$ cat src/rtl/dmem_arb_pkg.sv
// Shared types and constants for the data-memory port arbiter.
package dmem_arb_pkg;

  localparam int unsigned ADDR_W              = 32;
  localparam int unsigned DATA_W              = 32;
  localparam int unsigned WD_CNT_W            = 8;
  localparam int unsigned DEFAULT_ACK_TIMEOUT = 15;
  localparam logic [1:0]  WORD_ALIGN_MASK     = 2'b11;

  typedef enum logic [2:0] {
    IDLE,
    BUSY1,
    BUSY2,
    DONE1,
    DONE2
  } arb_state_t;

  // Command held on the memory side for the duration of an access.
  typedef struct packed {
    logic              we;
    logic [ADDR_W-1:0] addr;
    logic [DATA_W-1:0] wdata;
  } mem_cmd_t;

  // True when the byte address is not on a 32-bit word boundary.
  function automatic logic is_misaligned(input logic [ADDR_W-1:0] addr);
    return (addr[1:0] & WORD_ALIGN_MASK) != 2'b00;
  endfunction

  // Builds the memory command with the address forced to a word boundary.
  function automatic mem_cmd_t make_cmd(input logic              we,
                                        input logic [ADDR_W-1:0] addr,
                                        input logic [DATA_W-1:0] wdata);
    mem_cmd_t cmd;
    cmd.we    = we;
    cmd.addr  = addr & ~ADDR_W'(WORD_ALIGN_MASK);
    cmd.wdata = wdata;
    return cmd;
  endfunction

endpackage

$ cat src/rtl/ack_watchdog.sv
// Saturating cycle counter that flags an access which has waited too long for mem_ack.
module ack_watchdog
  import dmem_arb_pkg::*;
#(
  parameter int unsigned ACK_TIMEOUT = DEFAULT_ACK_TIMEOUT
) (
  input  logic clk,
  input  logic n_rst,
  input  logic clear,
  input  logic enable,
  output logic expired
);

  logic [WD_CNT_W-1:0] cnt;

  // Count un-acknowledged BUSY cycles; clear has priority and the count sticks at all-ones.
  always_ff @(posedge clk or negedge n_rst) begin
    if (!n_rst) begin
      cnt <= '0;
    end else if (clear) begin
      cnt <= '0;
    end else if (enable && (cnt != '1)) begin
      cnt <= cnt + WD_CNT_W'(1);
    end
  end

  // Expiry marks the last BUSY cycle the arbiter may wait before aborting.
  assign expired = (cnt == WD_CNT_W'(ACK_TIMEOUT - 1));

endmodule

$ cat src/rtl/dmem_port_arbiter.sv
// Serialises the two issue datapaths onto the single data-memory port, dp1 first.
module dmem_port_arbiter
  import dmem_arb_pkg::*;
#(
  parameter int unsigned ACK_TIMEOUT = DEFAULT_ACK_TIMEOUT
) (
  input  logic              clk,
  input  logic              n_rst,
  input  logic              dp1_req,
  input  logic              dp1_we,
  input  logic [ADDR_W-1:0] dp1_addr,
  input  logic [DATA_W-1:0] dp1_wdata,
  output logic [DATA_W-1:0] dp1_rdata,
  output logic              dp1_done,
  output logic              dp1_err,
  input  logic              dp2_req,
  input  logic              dp2_we,
  input  logic [ADDR_W-1:0] dp2_addr,
  input  logic [DATA_W-1:0] dp2_wdata,
  output logic [DATA_W-1:0] dp2_rdata,
  output logic              dp2_done,
  output logic              dp2_err,
  output logic              mem_req,
  output logic              mem_we,
  output logic [ADDR_W-1:0] mem_addr,
  output logic [DATA_W-1:0] mem_wdata,
  input  logic [DATA_W-1:0] mem_rdata,
  input  logic              mem_ack,
  output logic              mem_stall
);

  arb_state_t        state, state_d;
  mem_cmd_t          cmd_q, cmd_d;
  logic              mem_req_d;
  logic [DATA_W-1:0] dp1_rdata_d, dp2_rdata_d;
  logic              dp1_done_d, dp2_done_d;
  logic              dp1_err_d, dp2_err_d;
  logic              grant1, grant2;
  logic              busy;
  logic              wd_expired;

  assign busy = (state == BUSY1) || (state == BUSY2);

  // Watchdog is held cleared outside BUSY so every BUSY entry starts from zero.
  ack_watchdog #(
    .ACK_TIMEOUT(ACK_TIMEOUT)
  ) u_ack_watchdog (
    .clk    (clk),
    .n_rst  (n_rst),
    .clear  (!busy),
    .enable (busy && !mem_ack),
    .expired(wd_expired)
  );

  // Next-state and next-output logic; every registered output is recomputed here.
  always_comb begin
    state_d     = state;
    cmd_d       = cmd_q;
    mem_req_d   = 1'b0;
    dp1_rdata_d = dp1_rdata;
    dp2_rdata_d = dp2_rdata;
    dp1_done_d  = 1'b0;
    dp2_done_d  = 1'b0;
    dp1_err_d   = 1'b0;
    dp2_err_d   = 1'b0;
    grant1      = 1'b0;
    grant2      = 1'b0;

    case (state)
      IDLE: begin
        if (dp1_req) begin
          grant1 = 1'b1;
        end else if (dp2_req) begin
          grant2 = 1'b1;
        end
      end
      BUSY1: begin
        if (mem_ack) begin
          state_d     = DONE1;
          dp1_rdata_d = cmd_q.we ? '0 : mem_rdata;
        end else if (wd_expired) begin
          state_d     = DONE1;
          dp1_err_d   = 1'b1;
          dp1_rdata_d = '0;
        end
      end
      BUSY2: begin
        if (mem_ack) begin
          state_d     = DONE2;
          dp2_rdata_d = cmd_q.we ? '0 : mem_rdata;
        end else if (wd_expired) begin
          state_d     = DONE2;
          dp2_err_d   = 1'b1;
          dp2_rdata_d = '0;
        end
      end
      DONE1: begin
        // dp1 still holds its req here; only dp2 may follow within the bundle.
        if (dp2_req) begin
          grant2 = 1'b1;
        end else begin
          state_d = IDLE;
        end
      end
      DONE2: begin
        state_d = IDLE;
      end
      default: begin
        state_d = IDLE;
      end
    endcase

    // Grants: misaligned accesses bypass memory and complete with an error.
    if (grant1) begin
      if (is_misaligned(dp1_addr)) begin
        state_d     = DONE1;
        dp1_err_d   = 1'b1;
        dp1_rdata_d = '0;
      end else begin
        state_d = BUSY1;
        cmd_d   = make_cmd(dp1_we, dp1_addr, dp1_wdata);
      end
    end
    if (grant2) begin
      if (is_misaligned(dp2_addr)) begin
        state_d     = DONE2;
        dp2_err_d   = 1'b1;
        dp2_rdata_d = '0;
      end else begin
        state_d = BUSY2;
        cmd_d   = make_cmd(dp2_we, dp2_addr, dp2_wdata);
      end
    end

    mem_req_d  = (state_d == BUSY1) || (state_d == BUSY2);
    dp1_done_d = (state_d == DONE1);
    dp2_done_d = (state_d == DONE2);
  end

  // State and output registers.
  always_ff @(posedge clk or negedge n_rst) begin
    if (!n_rst) begin
      state     <= IDLE;
      cmd_q     <= '0;
      mem_req   <= 1'b0;
      dp1_rdata <= '0;
      dp2_rdata <= '0;
      dp1_done  <= 1'b0;
      dp2_done  <= 1'b0;
      dp1_err   <= 1'b0;
      dp2_err   <= 1'b0;
    end else begin
      state     <= state_d;
      cmd_q     <= cmd_d;
      mem_req   <= mem_req_d;
      dp1_rdata <= dp1_rdata_d;
      dp2_rdata <= dp2_rdata_d;
      dp1_done  <= dp1_done_d;
      dp2_done  <= dp2_done_d;
      dp1_err   <= dp1_err_d;
      dp2_err   <= dp2_err_d;
    end
  end

  assign mem_we    = cmd_q.we;
  assign mem_addr  = cmd_q.addr;
  assign mem_wdata = cmd_q.wdata;

  // Issue stall: held for the whole bundle, released in its final DONE cycle.
  assign mem_stall = ((state == IDLE) && (dp1_req || dp2_req)) ||
                     busy ||
                     ((state == DONE1) && dp2_req);

endmodule

$ cat config.mk
export PLATFORM = sky130hd
export DESIGN_NAME = dmem_port_arbiter
export DESIGN_NICKNAME = d
export VERILOG_FILES = /design/src/rtl/dmem_arb_pkg.sv /design/src/rtl/ack_watchdog.sv /design/src/rtl/dmem_port_arbiter.sv
export SDC_FILE = /design/constraint.sdc
export NUM_CORES = 1
export LEC_CHECK = 0
export CAP_MARGIN = 10
export CELL_PAD_IN_SITES_DETAIL_PLACEMENT = 1
export CELL_PAD_IN_SITES_GLOBAL_PLACEMENT = 1
export CORE_MARGIN = 1.5
export CORE_UTILIZATION = 28
export CTS_CLUSTER_SIZE = 8
export DETAILED_ROUTE_END_ITERATION = 8
export GPL_ROUTABILITY_DRIVEN = 0
export HOLD_SLACK_MARGIN = 0.15
export PLACE_DENSITY_LB_ADDON = 0.12
export SLEW_MARGIN = 20
export SYNTH_ARGS = -nofsm -noshare
export SYNTH_HDL_FRONTEND = slang
export SYNTH_SLANG_ARGS = --single-unit
$ cat constraint.sdc
create_clock -name clk -period 1.7 [get_ports clk]
set_input_delay 0.51 -clock clk [delete_from_list [all_inputs] [get_ports clk]]
set_output_delay 0.51 -clock clk [all_outputs]
set_load 0.03 [all_outputs]
==> results by group, run 1 <==
Outcome
  – Status: complete, but fails checks
  – Violated checks: setup timing

Clock tree
  – Clock tree buffer depth: 2
  – CTS root buf: clkbuf_16
  – Num CTS Buffers: 17
  – CTS clk-pin slew, worst paths: approximately 70 ps
  – CTS tree: done
  – Clk sink count: 145
  – H-tree levels: 4
  – Worst skew pair latency: 430 ps

Critical path
  – Startpoint types: flip-flop
  – Crit path depth: 4
  – CP max stage delay: 420 ps
  – Reg2Reg Depth: 9
  – Crit path max-delay family: simple AND/OR/NAND/NOR gates
  – Critical path type: reg -> out
  – Crit path buf inv count: 1
  – Worst Path Max Fanout: 3
  – Worst Path Arrival: 1590 ps
  – Crit-path cells: or3_4 -> a21oi_2 -> nor2_1 -> buf_4
  – Worst path required time: 1190 ps
  – Critical Path End Type: output port
  – Slowest-stage cell, CP: dfrtp_1

Logic synthesis
  – Post-Syn Nets: about 760
  – Synth area leader: dfrtp_1
  – EDFF count, synth: 0
  – Main synth FF type: dfrtp_1
  – Post-synthesis sequential area ratio: roughly 56%
  – Synth top area share: 56.5%
  – Post-synthesis cell area: around 6400 um2
  – YS warnings: 0
  – Top-count cell post-synth: dfrtp_1
  – Post-Syn Area per Cell: 10.9 um2
  – FF+latch count, synth: between 100 and 150
  – Synth area leaders: dfrtp_1 56%, mux2i_1 10%, a32oi_1 8.7%
  – Synth async-reset ratio: 100%
  – Synth top cells by count: 145 x dfrtp_1, 144 x nor2_1, 64 x a21oi_1, 64 x a32oi_1, 64 x mux2i_1
  – Synth unique cells: 34
  – Syn Inst Count: between 500 and 600

STA
  – RSZ-0062 raised after global routing: yes
  – Relative slew slack: between 60 and 70%
  – Max Freq: between 0.4 and 0.5 GHz
  – Fin crit period: 2100 ps
  – Slew Limit Fails: 0
  – Final setup violation count: approximately 140
  – Worst-Margin Slew: roughly 500 ps
  – Fin. Hold Viols: 0
  – Final worst-path setup slack: -400 ps
  – Final period util: 124%
  – Worst Skew: around 12 ps
  – Hold_ws: 520 ps

Die
  – Die area: 23900 um2
  – I/O pins: between 300 and 400
  – Initial Utilization: between 20% and 30%
  – DIE WIDTH: ~150 um
  – Core area: about 23000 um2
  – Die Height: 154 um
  – FP Rows: 55

Route
  – WL/cell: about 23 um
  – Vias/cell: 5.12
  – Routed Antenna Nets: 0
  – Initial DRC Count: about 220
  – # DRC: 0
  – Drt total wl: 29200 um
  – Via count: 6376
  – DRT Pass-1 Iters: 4

Final layout
  – Nets: 1116
  – # fillers: 2293
  – Layout area overhead: 93.4%
  – Post-Layout Inst Area: between 10000 and 15000 um2
  – Diode count: 0
  – Layout cell share with drive strength beyond 1: 42.4%

Global routing
  – GRT Residual Overflow: 0
  – Vias in the first global route: between 7k and 8k
  – Largest net degree at the start of global routing: 65
  – Initial antenna violation count: 0
  – First-pass GRT wire length: 43000 um
  – Total GRT Usage: 23.7%

Power and ir drop
  – Max VDD drop: approximately 0.75 mV
  – P_leak: ~5.5 nW
  – Pwr/cell area: ~1800 nW/um2
  – Pwr Total: approximately 22 mW

Hold path
  – Min-Delay Path Class: reg -> reg
  – Hold depth: 2

Placement
  – Placed Area: 9930 um2
  – Post-DP HPWL: 17300 um
  – Port Buffers: approximately 300

Job
  – Max cap viols: 0
routing by layer:
metal / track usage (%) / up-vias / part of all wire [%]
li1: - / 2844 / -
met1: 27.0 / 3217 / 38
met2: 42.6 / 268 / 52
met3: 6.67 / 47 / 7.1
met4: 7.69 / 0 / 2.4
met5: 0 / - / 0
final timing paths:
check	start	to	slack (ps)
hold reg to reg	dp1_rdata[20]	dp1_rdata[20]	520
min in group asynchronous	n_rst	mem_addr[29]	530
hold / removal	dp1_rdata[20]	dp1_rdata[20]	520
max in group asynchronous	n_rst	mem_addr[6]	650
setup reg to reg	state[0]	mem_wdata[20]	-350
setup / recovery	state[0]	mem_stall	-400
where the power goes:
part / leakage [nW] / internal [mW] / total (mW) / switching [mW]
sequential: 1.84 / 5.03 / 6.07 / 1.04
combinational: 3.38 / 4.98 / 12.3 / 7.30
clock: 0.311 / 2.39 / 4.12 / 1.73
total: 5.52 / 12.4 / 22.5 / 10.1
cell type report:
type	count	area, um2	share of cell area (%)
clock inverter	15	209	1.68
inverter	3	11.3	0.0907
sequential	145	3630	29.2
multi-input combinational	389	3480	28.0
timing repair buffer	391	4320	34.7
clock buffer	17	425	3.42
tap	285	357	2.87
per-stage QoR:
step	utilization, %	setup slack [ps]	TNS (ps)	std cells
6_report	55.0	-400	-33650	1245
2_1_floorplan	-	12.5	0	588
5_1_grt	55.0	-450	-40450	1245
4_1_cts	52.2	-368	-32270	1233
3_5_place_dp	44.0	-569	-73680	1160
3_3_place_gp	44.0	-516	-64040	1160
worst register-to-register path, cell delays in order (launching register included):
cell	delay [ps]
dfrtp_1	420
or3_4	420
buf_6	130
a21oi_4	190
buf_6	170
nand2_8	80
buf_12	160
buf_12	130
buf_16	150
a21oi_2	130
flip-flops by register name, summed over array words and instances (netlist names):
name	flops
dp2_err	1
mem_wdata	32
u_ack_watchdog.cnt	8
mem_we	1
state	3
dp2_done	1
mem_req	1
dp2_rdata	32
dp1_rdata	32
mem_addr	32
dp1_err	1
dp1_done	1
cell families after synthesis:
| logic type | count (synthesis) | share of synthesized area [%] |
|---|---|---|
| compound gates | 138 | 15.1 |
| xor+xnor | 8 | 1.09 |
| fa+ha+maj | 2 | 0.389 |
| buf+inv | 55 | 5.59 |
| flops | 145 | 56.5 |
| mux | 64 | 9.97 |
| simple gates | 176 | 11.4 |
cell usage in the layout, fill, tap and decap left out, types with 2 or more instances in the layout:
cell type / count
nand2_8: 2
nand2b_1: 3
a21oi_4: 5
nand2_1: 4
buf_16: 15
dfrtp_1: 145
nand2_4: 2
bufinv_16: 3
buf_12: 24
nor2_1: 54
nand4_1: 3
nor2_2: 12
clkdlybuf4s15_2: 57
a21oi_1: 11
nor2b_4: 3
inv_8: 6
a32oi_1: 63
and3_4: 3
o21ai_4: 2
clkbuf_2: 52
nand3_1: 3
inv_6: 4
nor2_4: 78
nand2_2: 2
buf_6: 17
clkdlybuf4s15_1: 21
o21ai_2: 2
buf_4: 29
mux2i_1: 63
clkdlybuf4s50_1: 164
clkbuf_16: 26
a21oi_2: 49
inv_1: 3
xor2_1: 7
repair_timing:
action,CTS,global route
hold buffers,1,0
gates cloned,22,10
endpoints found under the setup margin,264,200
pin swaps,7,45
resized for setup,421,260
setup buffers,19,10
endpoints found under the hold margin,20,0
Note: power is estimated with default switching activity, not from simulation.
==> run 2, diff against run 1 <==
--- a/config.mk
+++ b/config.mk
@@ -10,6 +10,7 @@
 export CELL_PAD_IN_SITES_GLOBAL_PLACEMENT = 1
 export CORE_MARGIN = 1.5
 export CORE_UTILIZATION = 28
+export CTS_CLUSTER_DIAMETER = 40
 export CTS_CLUSTER_SIZE = 8
 export DETAILED_ROUTE_END_ITERATION = 8
 export GPL_ROUTABILITY_DRIVEN = 0
==> results of run 2 <==
No change in the layout: final DEF, timing and power equal those of run 1.
==> run 3, diff against run 2 <==
--- a/config.mk
+++ b/config.mk
@@ -6,10 +6,8 @@
 export NUM_CORES = 1
 export LEC_CHECK = 0
 export CAP_MARGIN = 10
-export CELL_PAD_IN_SITES_DETAIL_PLACEMENT = 1
-export CELL_PAD_IN_SITES_GLOBAL_PLACEMENT = 1
 export CORE_MARGIN = 1.5
-export CORE_UTILIZATION = 28
+export CORE_UTILIZATION = 37
 export CTS_CLUSTER_DIAMETER = 40
 export CTS_CLUSTER_SIZE = 8
 export DETAILED_ROUTE_END_ITERATION = 8
==> results by group, run 3 (synthesized netlist as in run 1, its figures left out) <==
Global routing
  – Total GRT Usage: 28.3% (was 23.7%)
  – GRT Residual Overflow: 0 (unchanged)
  – Global-route met2 utilization: 47.9% (was 42.6%)
  – Largest net degree at the start of global routing: 65 (unchanged)
  – Busiest grt layer: met2 (unchanged)
  – Vias in the first global route: 6792 (was 7205)
  – Met3 Use GR: 6.76% (was 6.67%)
  – First-pass GRT wire length: 38300 um (was 43000 um)
  – Met1 usage: 34.3% (was 27.0%)
  – Initial antenna violation count: 0 (unchanged)

STA
  – Worst-Margin Slew: 572 ps (was 499 ps)
  – Final setup violation count: 136 (unchanged)
  – Fin crit period: 2070 ps (was 2100 ps)
  – RSZ-0062 raised after global routing: yes (unchanged)
  – Worst Skew: 7.72 ps (was 12.1 ps)
  – Final period util: 122% (was 124%)
  – Hold_ws: 516 ps (was 520 ps)
  – Setup TNS: -22310 ps (was -33650 ps)
  – Final worst-path setup slack: -374 ps (was -400 ps)
  – Slew Limit Fails: 0 (unchanged)
  – Relative slew slack: 61.8% (was 66.7%)
  – Max Freq: 0.482 GHz (was 0.476 GHz)
  – Fin. Hold Viols: 0 (unchanged)

Route
  – WL/cell: 22.0 um (was 23.5 um)
  – Vias/cell: 5.40 (was 5.12)
  – Drt total wl: 26100 um (was 29200 um)
  – DRT Pass-1 Iters: 5 (was 4)
  – Initial DRC Count: 309 (was 219)
  – # DRC: 0 (unchanged)
  – Via count: 6409 (was 6376)
  – Routed Antenna Nets: 0 (unchanged)

Critical path
  – CP max stage delay: 390 ps (was 420 ps)
  – Worst Path Max Fanout: 2 (was 3)
  – Startpoint types: flip-flop (unchanged)
  – Crit-path cells: or3_4 -> a21oi_2 -> nor2_1 -> buf_4 (unchanged)
  – Slowest-stage cell, CP: dfrtp_1 (unchanged)
  – Critical Path End Type: output port (unchanged)
  – Worst Path Arrival: 1560 ps (was 1590 ps)
  – Critical path type: reg -> out (unchanged)
  – Worst path required time: 1190 ps (about the same)

Die
  – DIE WIDTH: 135 um (was 154 um)
  – Core area: 16800 um2 (was 22600 um2)
  – Die Height: 135 um (was 154 um)
  – FP Rows: 47 (was 55)
  – Initial Utilization: 38.3% (was 28.5%)
  – I/O pins: 302 (unchanged)
  – Die area: 18200 um2 (was 23900 um2)

Final layout
  – Diode count: 0 (unchanged)
  – Nets: 1124 (was 1116)
  – Most frequent cells in the layout: 162 x clkdlybuf4s50_1, 145 x dfrtp_1, 85 x nor2_1 (was 164 x clkdlybuf4s50_1, 145 x dfrtp_1, 78 x nor2_4)
  – Commonest non-fill, non-tap cell in the layout: clkdlybuf4s50_1 (unchanged)
  – Layout cell share with drive strength beyond 1: 36.5% (was 42.4%)
  – Layout area overhead: 88.7% (was 93.4%)

Outcome
  – Violated checks: setup timing (unchanged)
  – Status: complete, but fails checks (unchanged)

Clock tree
  – CTS root buf: clkbuf_16 (unchanged)
  – Worst skew pair latency: 420 ps (was 430 ps)
  – Num CTS Buffers: 17 (unchanged)
  – CTS tree: done (unchanged)
  – Clock tree buffer depth: 2 (unchanged)
  – CTS clk-pin slew, worst paths: 60 ps (was 70 ps)
  – Clk sink count: 145 (unchanged)
  – H-tree levels: 4 (unchanged)

Power and ir drop
  – Max VDD drop: 0.931 mV (was 0.750 mV)
  – P_leak: 5.58 nW (was 5.52 nW)
  – Pwr/cell area: 1780 nW/um2 (was 1810 nW/um2)

Placement
  – Post-DP HPWL: 15200 um (was 17300 um)
  – Port Buffers: 301 (unchanged)
  – Pre-CTS setup slack: -866 ps (was -569 ps)

Hold path
  – Min-Delay Path Class: reg -> reg (unchanged)

Job
  – Max cap viols: 0 (unchanged)
## run 3: cell count changes in the layout (fill, tap and decap cells not counted), sizes merged, moves of 2 or more
cell,delta
clkdlybuf4s50,-2
clkbuf,-8
bufbuf,+2
nand2,+2
buf,+10
clkinvlp,+2
clkinv,+6
inv,-9
dlygate4sd2,+4
## run 3: metal layers
metal / share of wire, % / wire, um / up-vias
met5: 0 / 0 / -
met2: 50 / 13100 / 279
met4: 3.8 / 992 / 0
met3: 6.4 / 1660 / 65
li1: - / - / 2862
met1: 40 / 10400 / 3203
## run 3: timing repair
action,4_1_cts,5_1_grt
endpoints found under the setup margin,267,212
endpoints found under the hold margin,31,0
gates resized for setup,435,167
cloned,25,3
buffers inserted,20,9
hold buffers,1,0
pin swaps,17,18
## run 3: cell type report
cell class | count | area [um2]
clock buffer | 18 | 439
clock inverter | 13 | 138
fill | 1181 | 4640
inverter | 3 | 11.3
multi-input combinational | 391 | 3300
sequential | 145 | 3630
tap | 220 | 275
timing repair buffer | 397 | 4330
## run 3: worst paths after layout
kind	from	endpoint	slack (ps)	depth (start not counted)
min reg2reg	mem_addr[1]	mem_addr[1]	520	1
max	state[1]	mem_stall	-370	4
min in group asynchronous	n_rst	u_ack_watchdog.cnt[5]	610	2
min	mem_addr[1]	mem_addr[1]	520	1
max reg2reg	state[1]	dp2_rdata[9]	-290	8
max in group asynchronous	n_rst	mem_addr[14]	490	3
## run 3: report_power, final
part	switching, mW	internal, mW
Sequential	1.03	5.04
Combinational	6.99	4.78
Clock	1.51	2.19
Total	9.54	12.0
## run 3: worst max-delay path, delay by kind of cell, from the launching register on
| kind | cells | cell delay [ps] |
|---|---|---|
| buffers and inverters | 1 | 170 |
| flip-flops | 1 | 390 |
| AO/OA/AOI/OAI | 1 | 130 |
| AND/OR/NAND/NOR | 2 | 440 |
## run 3: per-stage QoR
| step | cells | area (um2) | total power [mW] | util [%] |
|---|---|---|---|---|
| after global placement | 1106 | 9930 | 16.5 | 59.2 |
| after detailed placement | 1106 | 9930 | 16.7 | 59.2 |
| final | 1187 | 12100 | 21.5 | 72.3 |
| after CTS | 1183 | 11900 | 21.3 | 71.2 |
| after global routing | 1187 | 12100 | 22.5 | 72.3 |
| after floorplan | 588 | 6420 | 11.7 | - |
